`src/rtl/vga_timing_gen.sv`:
```
// vga_timing_gen: 640x480@60Hz VGA timing with registered syncs, visible flag and per-frame latched resolution window
module vga_timing_gen #(
  parameter int H_VISIBLE = 640,
  parameter int H_FRONT   = 16,
  parameter int H_SYNC    = 96,
  parameter int H_BACK    = 48,
  parameter int V_VISIBLE = 480,
  parameter int V_FRONT   = 10,
  parameter int V_SYNC    = 2,
  parameter int V_BACK    = 33
) (
  input  logic       CLK25,
  input  logic       reset,
  input  logic       rez_160x120,
  input  logic       rez_320x240,
  output logic       hsync,
  output logic       vsync,
  output logic       video_on,
  output logic       active_area,
  output logic [9:0] hcount,
  output logic [9:0] vcount,
  output logic       frame_start
);
  localparam logic [9:0] H_MAX  = 10'(H_VISIBLE + H_FRONT + H_SYNC + H_BACK - 1);
  localparam logic [9:0] V_MAX  = 10'(V_VISIBLE + V_FRONT + V_SYNC + V_BACK - 1);
  localparam logic [9:0] H_VIS  = 10'(H_VISIBLE);
  localparam logic [9:0] V_VIS  = 10'(V_VISIBLE);
  localparam logic [9:0] HS_BEG = 10'(H_VISIBLE + H_FRONT);
  localparam logic [9:0] HS_END = 10'(H_VISIBLE + H_FRONT + H_SYNC - 1);
  localparam logic [9:0] VS_BEG = 10'(V_VISIBLE + V_FRONT);
  localparam logic [9:0] VS_END = 10'(V_VISIBLE + V_FRONT + V_SYNC - 1);
  logic [9:0] h_nxt, v_nxt, w_lim, l_lim;
  logic [1:0] win, win_nxt;
  logic       at_origin;
  always_comb begin
    h_nxt     = (hcount == H_MAX) ? 10'd0 : hcount + 10'd1;
    v_nxt     = (hcount != H_MAX) ? vcount : (vcount == V_MAX) ? 10'd0 : vcount + 10'd1;
    at_origin = (h_nxt == 10'd0) && (v_nxt == 10'd0);
    win_nxt   = at_origin ? {rez_160x120, rez_320x240 & ~rez_160x120} : win;
    w_lim     = win_nxt[1] ? 10'd160 : win_nxt[0] ? 10'd320 : 10'd640;
    l_lim     = win_nxt[1] ? 10'd120 : win_nxt[0] ? 10'd240 : 10'd480;
  end
  always_ff @(posedge CLK25) begin
    if (reset) begin
      hcount      <= H_MAX;
      vcount      <= V_MAX;
      win         <= 2'b00;
      hsync       <= 1'b1;
      vsync       <= 1'b1;
      video_on    <= 1'b0;
      active_area <= 1'b0;
      frame_start <= 1'b0;
    end else begin
      hcount      <= h_nxt;
      vcount      <= v_nxt;
      win         <= win_nxt;
      hsync       <= !((h_nxt >= HS_BEG) && (h_nxt <= HS_END));
      vsync       <= !((v_nxt >= VS_BEG) && (v_nxt <= VS_END));
      video_on    <= (h_nxt < H_VIS) && (v_nxt < V_VIS);
      active_area <= (h_nxt < w_lim) && (v_nxt < l_lim);
      frame_start <= at_origin;
    end
  end
endmodule

```
`config.mk`:
```
export PLATFORM = sky130hd
export DESIGN_NAME = vga_timing_gen
export DESIGN_NICKNAME = d
export VERILOG_FILES = /design/src/rtl/vga_timing_gen.sv
export SDC_FILE = /design/constraint.sdc
export NUM_CORES = 1
export LEC_CHECK = 0
export CAP_MARGIN = 20
export CORE_MARGIN = 3
export CORE_UTILIZATION = 57
export DETAILED_ROUTE_END_ITERATION = 10
export PLACE_DENSITY = 0.94
export SYNTH_ARGS = -nofsm -noshare
export SYNTH_HDL_FRONTEND = slang
export SYNTH_SLANG_ARGS = --single-unit
```
`constraint.sdc`:
```
create_clock -name CLK25 -period 10.7 [get_ports CLK25]
set_input_delay 1.07 -clock CLK25 [delete_from_list [all_inputs] [get_ports CLK25]]
set_output_delay 1.07 -clock CLK25 [all_outputs]
set_load 0.05 [all_outputs]
```
==> qor.yml, run 1 <==
outcome: "complete, no violations"
cpPeakStageDelay_ns: 0.53
final_worst_hold_slack_ns: 0.5311
path_max_fanout: 10
final_nets: 247
ctsResizeCount: 0
layout-area-overhead-vs-synth_pct: 18.39
max-cap-violations: 0
synth-warning-count: 0
regToRegStartpoint: "hcount[1]$_SDFF_PP1_"
port_buffers: 28
grt_pass1_vias: 1621
postSynthNetCount: 219
antenna_violations_before_repair: 0
summed_instance_area_of_the_synthesized_netlist_um2: 1762
detail_route.first_pass.iterations: 5
vdd.ir_drop.worst_v: 0.0001924
residual_antenna_violating_net_count_after_detailed_routing: 0
post_synth_main_area_contributors: "sky130_fd_sc_hd__dfxtp_1 (31%), sky130_fd_sc_hd__ha_1 (8.5%), sky130_fd_sc_hd__nor2_1 (4.9%), sky130_fd_sc_hd__nand4_1 (3.2%), sky130_fd_sc_hd__nand2_1 (2.6%)"
crit_path_start_kind: "flop"
timing.critical_path.required_ns: 10.95
syn_inst: 203
internal_power_w: 0.0002754
die_h_um: 61.60
postSynth.asyncResetShare_pct: 0
die-width_um: 61.60
drive_gt1_share_pct: 10.43
placeableCoreArea_um2: 2853
clock_tree.root_cell: "sky130_fd_sc_hd__clkbuf_4"
layout_min_cycle_time_ns: 4.531
antenna_cells_inserted: 0
cts-hold-fix-buffers: 0
dieArea_um2: 3794
cell_taking_the_most_area_after_synthesis: "sky130_fd_sc_hd__dfxtp_1"
worst_setup_path_startpoint: "hcount[1]$_SDFF_PP1_"
drt_iter0_drc: 193
grt_start_max_net_pins: 24
count_of_flip_flops_with_a_built_in_enable_after_synthesis: 0
fp-row-count: 19
grt_pass1_wl_mm: 7.334
r2r_slack_ns: 6.17
tritoncts: "done"
power.share.switching_pct: 53.15
max_slew_margin_pct: 43.65
min-delay-path-class: "flop to flop"
power.switching_w: 0.0003124
synthFlopType: "sky130_fd_sc_hd__dfxtp_1"
grt_setup_unrepaired: "no"
final-hold-violation-count: 0
cts.path.max_buffers: 2
gp_routability_congestion: 0.9574
synth_top_cell_area_share_pct: 30.68
max_clock_freq_mhz: 220.7
initial_utilization_pct: 61.75
number_of_buffers_created_by_cts: 3
clkPwrFrac_pct: 7.5
crit_path_cell_trace: "ha_1, nand4_2, nor3_4, nand3_1, xor2_1, and3_1, nand3_2, or3b_4, o21a_1, ha_1, nor2b_1, o21ai_0, nand2_1, or4b_1, a21o_1, o32ai_1"
finalCritPeriodShare_pct: 42.34
finalMaxSlewViolations: 0
wl_per_cell_um: 16.40
post_cts_buffers: 0
timing_worst_slew_pin_value_ns: 0.8426
synth-seq-cells: 27
reg2reg_path_depth: 16
postRouteWirelength_mm: 4.281
numClockSinks: 27
setup_violations: 0
post_route_drc: 0
worst_setup_hold_path_clk_slew_ns: 0.14
critical_path.most_common_cell: "sky130_fd_sc_hd__ha_1"
crit_path_top_delay_cell: "sky130_fd_sc_hd__or4b_1"
hpwlAfterDp_mm: 3.236
ys_top_cells_by_count: "sky130_fd_sc_hd__dfxtp_1 (27), sky130_fd_sc_hd__nor2_1 (23), sky130_fd_sc_hd__ha_1 (12), sky130_fd_sc_hd__nand2_1 (12), sky130_fd_sc_hd__inv_1 (11)"
critical_path.endpoint_type: "flop"
holdCritStartpoint: "win[0]$_SDFF_PP0_"
critPathKind: "flop to flop"
htree_levels: 1
synthesis.area_per_instance_um2: 8.678
accumulated_negative_setup_slack_ns: 0
sequentialPowerShare_pct: 28.0
cp_data_arrival_time_ns: 4.78
hold_path_end: "win[0]$_SDFF_PP0_"
rr_endpoint: "active_area$_SDFF_PP0_"
p_comb_share_pct: 64.5
grtUsageTotal_pct: 25.81
detailroute.via_count: 1685
min_delay_path_depth: 2
routed_via_density: 6.456
yosysMostFrequentCell: "sky130_fd_sc_hd__dfxtp_1"
static-leakage-power_nw: 0.8393
global_route.overflow_total: 0
floorplan.io_pins: 29
fin_skew_ns: 0.001447
portion_of_the_post_synthesis_area_used_by_sequential_elements_pct: 30.68
number_of_distinct_library_cells_after_synthesis: 55
clock_insertion_delay_worst_skew_ns: 0.32
pwr_density_cell_nw_per_um2: 281.8
-- placed cells by master (no fill, tap or decap), types with 4 or more instances in the layout --
master / count
sky130_fd_sc_hd__a21oi_1: 5
sky130_fd_sc_hd__a31oi_1: 4
sky130_fd_sc_hd__and3_1: 4
sky130_fd_sc_hd__clkdlybuf4s50_1: 28
sky130_fd_sc_hd__dfxtp_1: 27
sky130_fd_sc_hd__ha_1: 12
sky130_fd_sc_hd__inv_1: 11
sky130_fd_sc_hd__nand2_1: 12
sky130_fd_sc_hd__nand3_1: 6
sky130_fd_sc_hd__nand4_1: 9
sky130_fd_sc_hd__nor2_1: 23
sky130_fd_sc_hd__nor2b_1: 5
sky130_fd_sc_hd__nor3_1: 5
sky130_fd_sc_hd__nor3b_1: 4
sky130_fd_sc_hd__o21ai_0: 5
sky130_fd_sc_hd__or2_2: 4
sky130_fd_sc_hd__xnor2_1: 5
sky130_fd_sc_hd__xor2_1: 5
-- metal layers --
metal | up-vias | part of all wire [%] | GRT usage [%]
li1 | 800 | - | -
met1 | 778 | 44 | 33.72
met2 | 94 | 47 | 41.11
met3 | 13 | 7.1 | 5.031
met4 | 0 | 2.0 | 11.52
met5 | - | 0 | 0
-- worst max-delay path by stage --
| stage | endpoint | cells after the start |
|---|---|---|
| floorplan | active_area$_SDFF_PP0_ | 16 |
| global placement | active_area$_SDFF_PP0_ | 17 |
| detailed placement | active_area$_SDFF_PP0_ | 16 |
| CTS | active_area$_SDFF_PP0_ | 16 |
| global route | active_area$_SDFF_PP0_ | 17 |
| finish | active_area$_SDFF_PP0_ | 16 |
-- power groups by stage --
stage / Sequential [W] / Clock (W) / Combinational (W)
6_report: 0.000165 / 0.0000440 / 0.000379
2_1_floorplan: 0.000226 / 0 / 0.000215
5_1_grt: 0.000170 / 0.0000481 / 0.000410
3_5_place_dp: 0.000166 / 0 / 0.000373
4_1_cts: 0.000164 / 0.0000451 / 0.000375
3_3_place_gp: 0.000165 / 0 / 0.000362
-- sequential cells by signal (all words and copies together), names as in the netlist --
signal and flops:
frame_start 1, active_area 1, hsync 1, video_on 1, vsync 1, win 2, hcount 10, vcount 10
-- per-stage QoR --
stage                     cell area, um2  setup WS [ns]  util, %  total power (W)  std cells
after floorplan                     1762          6.375        -        0.0004411        203
after global placement              2059          6.402    72.19        0.0005273        257
after detailed placement            2059          6.286    72.19        0.0005390        257
after CTS                           2086          6.227    73.11        0.0005843        261
after global routing                2086          5.828    73.11        0.0006282        261
final                               2086          6.169    73.11        0.0005878        261
-- critical path, delay by kind of cell (launching register included) --
kind	cells	cell delay, ns
AOI/OAI and AO/OA	4	0.58
DFF	1	0.46
and+or+nand+nor	9	2.42
adders and majority gates	2	0.66
xor gates and xnor gates	1	0.32
-- final cells by class --
type | count | area [um2]
Multi-Input combinational cell | 160 | 1159
Fill cell | 218 | 767.0
Sequential cell | 27 | 540.5
Timing Repair Buffer | 28 | 280.3
Inverter | 11 | 41.29
Tap cell | 31 | 38.79
Clock buffer | 4 | 26.28
-- logic make-up (layout without fill, tap and decap cells) --
group | count (synthesis) | after routing | share of synthesized area [%]
compound gates | 37 | 37 | 16.26
xor+xnor | 10 | 10 | 4.971
fa+ha+maj | 12 | 12 | 8.523
buf+inv | 16 | 43 | 3.551
flops | 27 | 27 | 30.68
mux | 1 | 1 | 0.6392
simple gates | 100 | 100 | 35.37
(Power assumes the default switching activity.)
==> run 2, diff against run 1 <==
CORE_UTILIZATION = 53   (was 57)
PLACE_DENSITY = 0.88   (was 0.94)
clock period = 4.2 ns   (was 10.7 ns; I/O delays follow)
==> qor.yml, run 2 (synthesized netlist as in run 1, its figures left out) <==
most-common-layout-cells: "sky130_fd_sc_hd__clkdlybuf4s50_1 (28), sky130_fd_sc_hd__nor2_1 (23), sky130_fd_sc_hd__buf_4 (23)"
setup_ws_ns: 0.01353
wl_met1_mm: 2.176
clock_insertion_delay_worst_skew_ns: 0.34
postRouteWirelength_mm: 5.177
number_of_buffers_created_by_cts: 3
post_route_drc: 0
grt_start_max_net_pins: 24
cp_data_arrival_time_ns: 4.45
gp_routability_congestion: 0.9217
crit_path_start_kind: "flop"
accumulated_negative_setup_slack_ns: 0
htree_levels: 1
drive_gt1_share_pct: 28.06
post-route-util_pct: 77.62
routed_via_density: 6.236
antenna_violations_before_repair: 0
placeableCoreArea_um2: 3103
clkPwrFrac_pct: 6.9
reg.largest.list: "hcount: 10 flops, vcount: 10 flops, win: 2 flops"
antenna_cells_inserted: 0
setup_violations: 0
initial_utilization_pct: 56.77
sequentialPowerShare_pct: 24.8
met3_length_um: 291
place_worst_setup_slack_ns: -0.01633
worst_setup_hold_path_clk_slew_ns: 0.15
finalCritPeriodShare_pct: 99.68
min_delay_path_depth: 2
cts.path.max_buffers: 2
grt_setup_unrepaired: "yes"
timing.critical_path.required_ns: 4.47
static-leakage-power_nw: 0.9802
outcome: "complete, no violations"
cts-hold-fix-buffers: 0
max_slew_margin_pct: 64.88
layout_min_cycle_time_ns: 4.186
reg2reg_path_depth: 17
vdd.ir_drop.worst_v: 0.0005323
residual_antenna_violating_net_count_after_detailed_routing: 0
finalMaxSlewViolations: 0
floorplan.io_pins: 29
grt_pass1_vias: 1667
fin_skew_ns: 0.001735
detailroute.via_count: 1852
final_nets: 270
detail_route.first_pass.iterations: 5
drt_iter0_drc: 152
max-cap-violations: 0
placed_area_um2: 2191
crit_path_cell_trace: "buf_4, ha_1, nor2b_1, nand4_1, xor2_1, nand4_1, nor4_4, nand3_2, or3b_4, o21a_1, ha_1, nor2b_4, o21ai_2, nand2_1, or4b_4, a21o_1, o32ai_2"
die_h_um: 63.66
power.share.switching_pct: 51.34
path_max_fanout: 7
internal_power_w: 0.0008476
final_worst_hold_slack_ns: 0.5641
min-delay-path-class: "flop to flop"
critPathKind: "flop to flop"
cpPeakStageDelay_ns: 0.55
port_buffers: 28
final-hold-violation-count: 0
route.top_layer_used: "met4"
die-width_um: 63.66
global_route.overflow_total: 0
final_common_cell: "sky130_fd_sc_hd__clkdlybuf4s50_1"
power.switching_w: 0.0008943
grtUsageTotal_pct: 23.64
layout-area-overhead-vs-synth_pct: 36.72
tritoncts: "done"
max_clock_freq_mhz: 238.9
fp-row-count: 20
met2RoutedLength_mm: 2.522
numClockSinks: 27
finalInstanceArea_um2: 2409
grt_pass1_wl_mm: 7.693
wl_per_cell_um: 17.43
timing_worst_slew_pin_value_ns: 0.5251
hpwlAfterDp_mm: 3.516
dieArea_um2: 4052
clock_tree.root_cell: "sky130_fd_sc_hd__clkbuf_4"
critical_path.endpoint_type: "flop"
pwr_density_cell_nw_per_um2: 723.2
p_comb_share_pct: 68.3
crit_path_top_delay_cell: "sky130_fd_sc_hd__or4b_4"
-- run 2: changes by cell type in the layout (fill, tap and decap cells not counted), sizes merged --
cell and change:
buf +23
-- run 2: layout make-up --
type | instances | area (um2)
multi-input cells | 160 | 1282
well taps | 44 | 55.05
clock buffers | 4 | 26.28
flip-flops and latches | 27 | 550.5
repair buffers | 51 | 452.9
fillers | 225 | 694.4
inverters | 11 | 41.29
-- run 2: final timing paths --
| check | startpoint | endpoint | slack, ns |
|---|---|---|---|
| hold reg to reg | win[0]$_SDFF_PP0_ | win[0]$_SDFF_PP0_ | 0.56 |
| setup reg to reg | vcount[1]$_SDFF_PP0_ | active_area$_SDFF_PP0_ | 0.01 |
| hold / removal | win[0]$_SDFF_PP0_ | win[0]$_SDFF_PP0_ | 0.56 |
| setup / recovery | vcount[1]$_SDFF_PP0_ | active_area$_SDFF_PP0_ | 0.01 |
-- run 2: timing repair --
item,in CTS,in global routing
pin swaps,0,13
setup endpoints to repair,1,1
buffers inserted,0,8
resized for setup,3,28
-- run 2: power by group through the flow --
stage	logic, W	registers (W)	clock network [W]
2_1_floorplan	0.000547	0.000578	0
3_3_place_gp	0.000995	0.000417	0
3_5_place_dp	0.00102	0.000421	0
4_1_cts	0.00104	0.000415	0.000120
5_1_grt	0.00127	0.000446	0.000132
6_report	0.00119	0.000432	0.000120
-- run 2: critical path, delay by kind of cell (launching register included) --
kind	cells	cell delay (ns)
and+or+nand+nor	9	2.19
adders and majority gates	2	0.65
AOI/OAI and AO/OA	4	0.55
DFF	1	0.36
xor gates and xnor gates	1	0.21
buffers and inverters	1	0.15
-- run 2: through the flow --
stage | cells | power, W
after floorplan | 203 | 0.001125
after global placement | 285 | 0.001412
after detailed placement | 285 | 0.001446
after CTS | 289 | 0.001574
after global routing | 297 | 0.001843
final | 297 | 0.001742
-- run 2: per-layer routing --
layer / GRT usage [%] / up-vias
li1: - / 847
met1: 30.69 / 888
met2: 39.77 / 97
met3: 2.852 / 20
met4: 8.895 / 0
met5: 0 / -
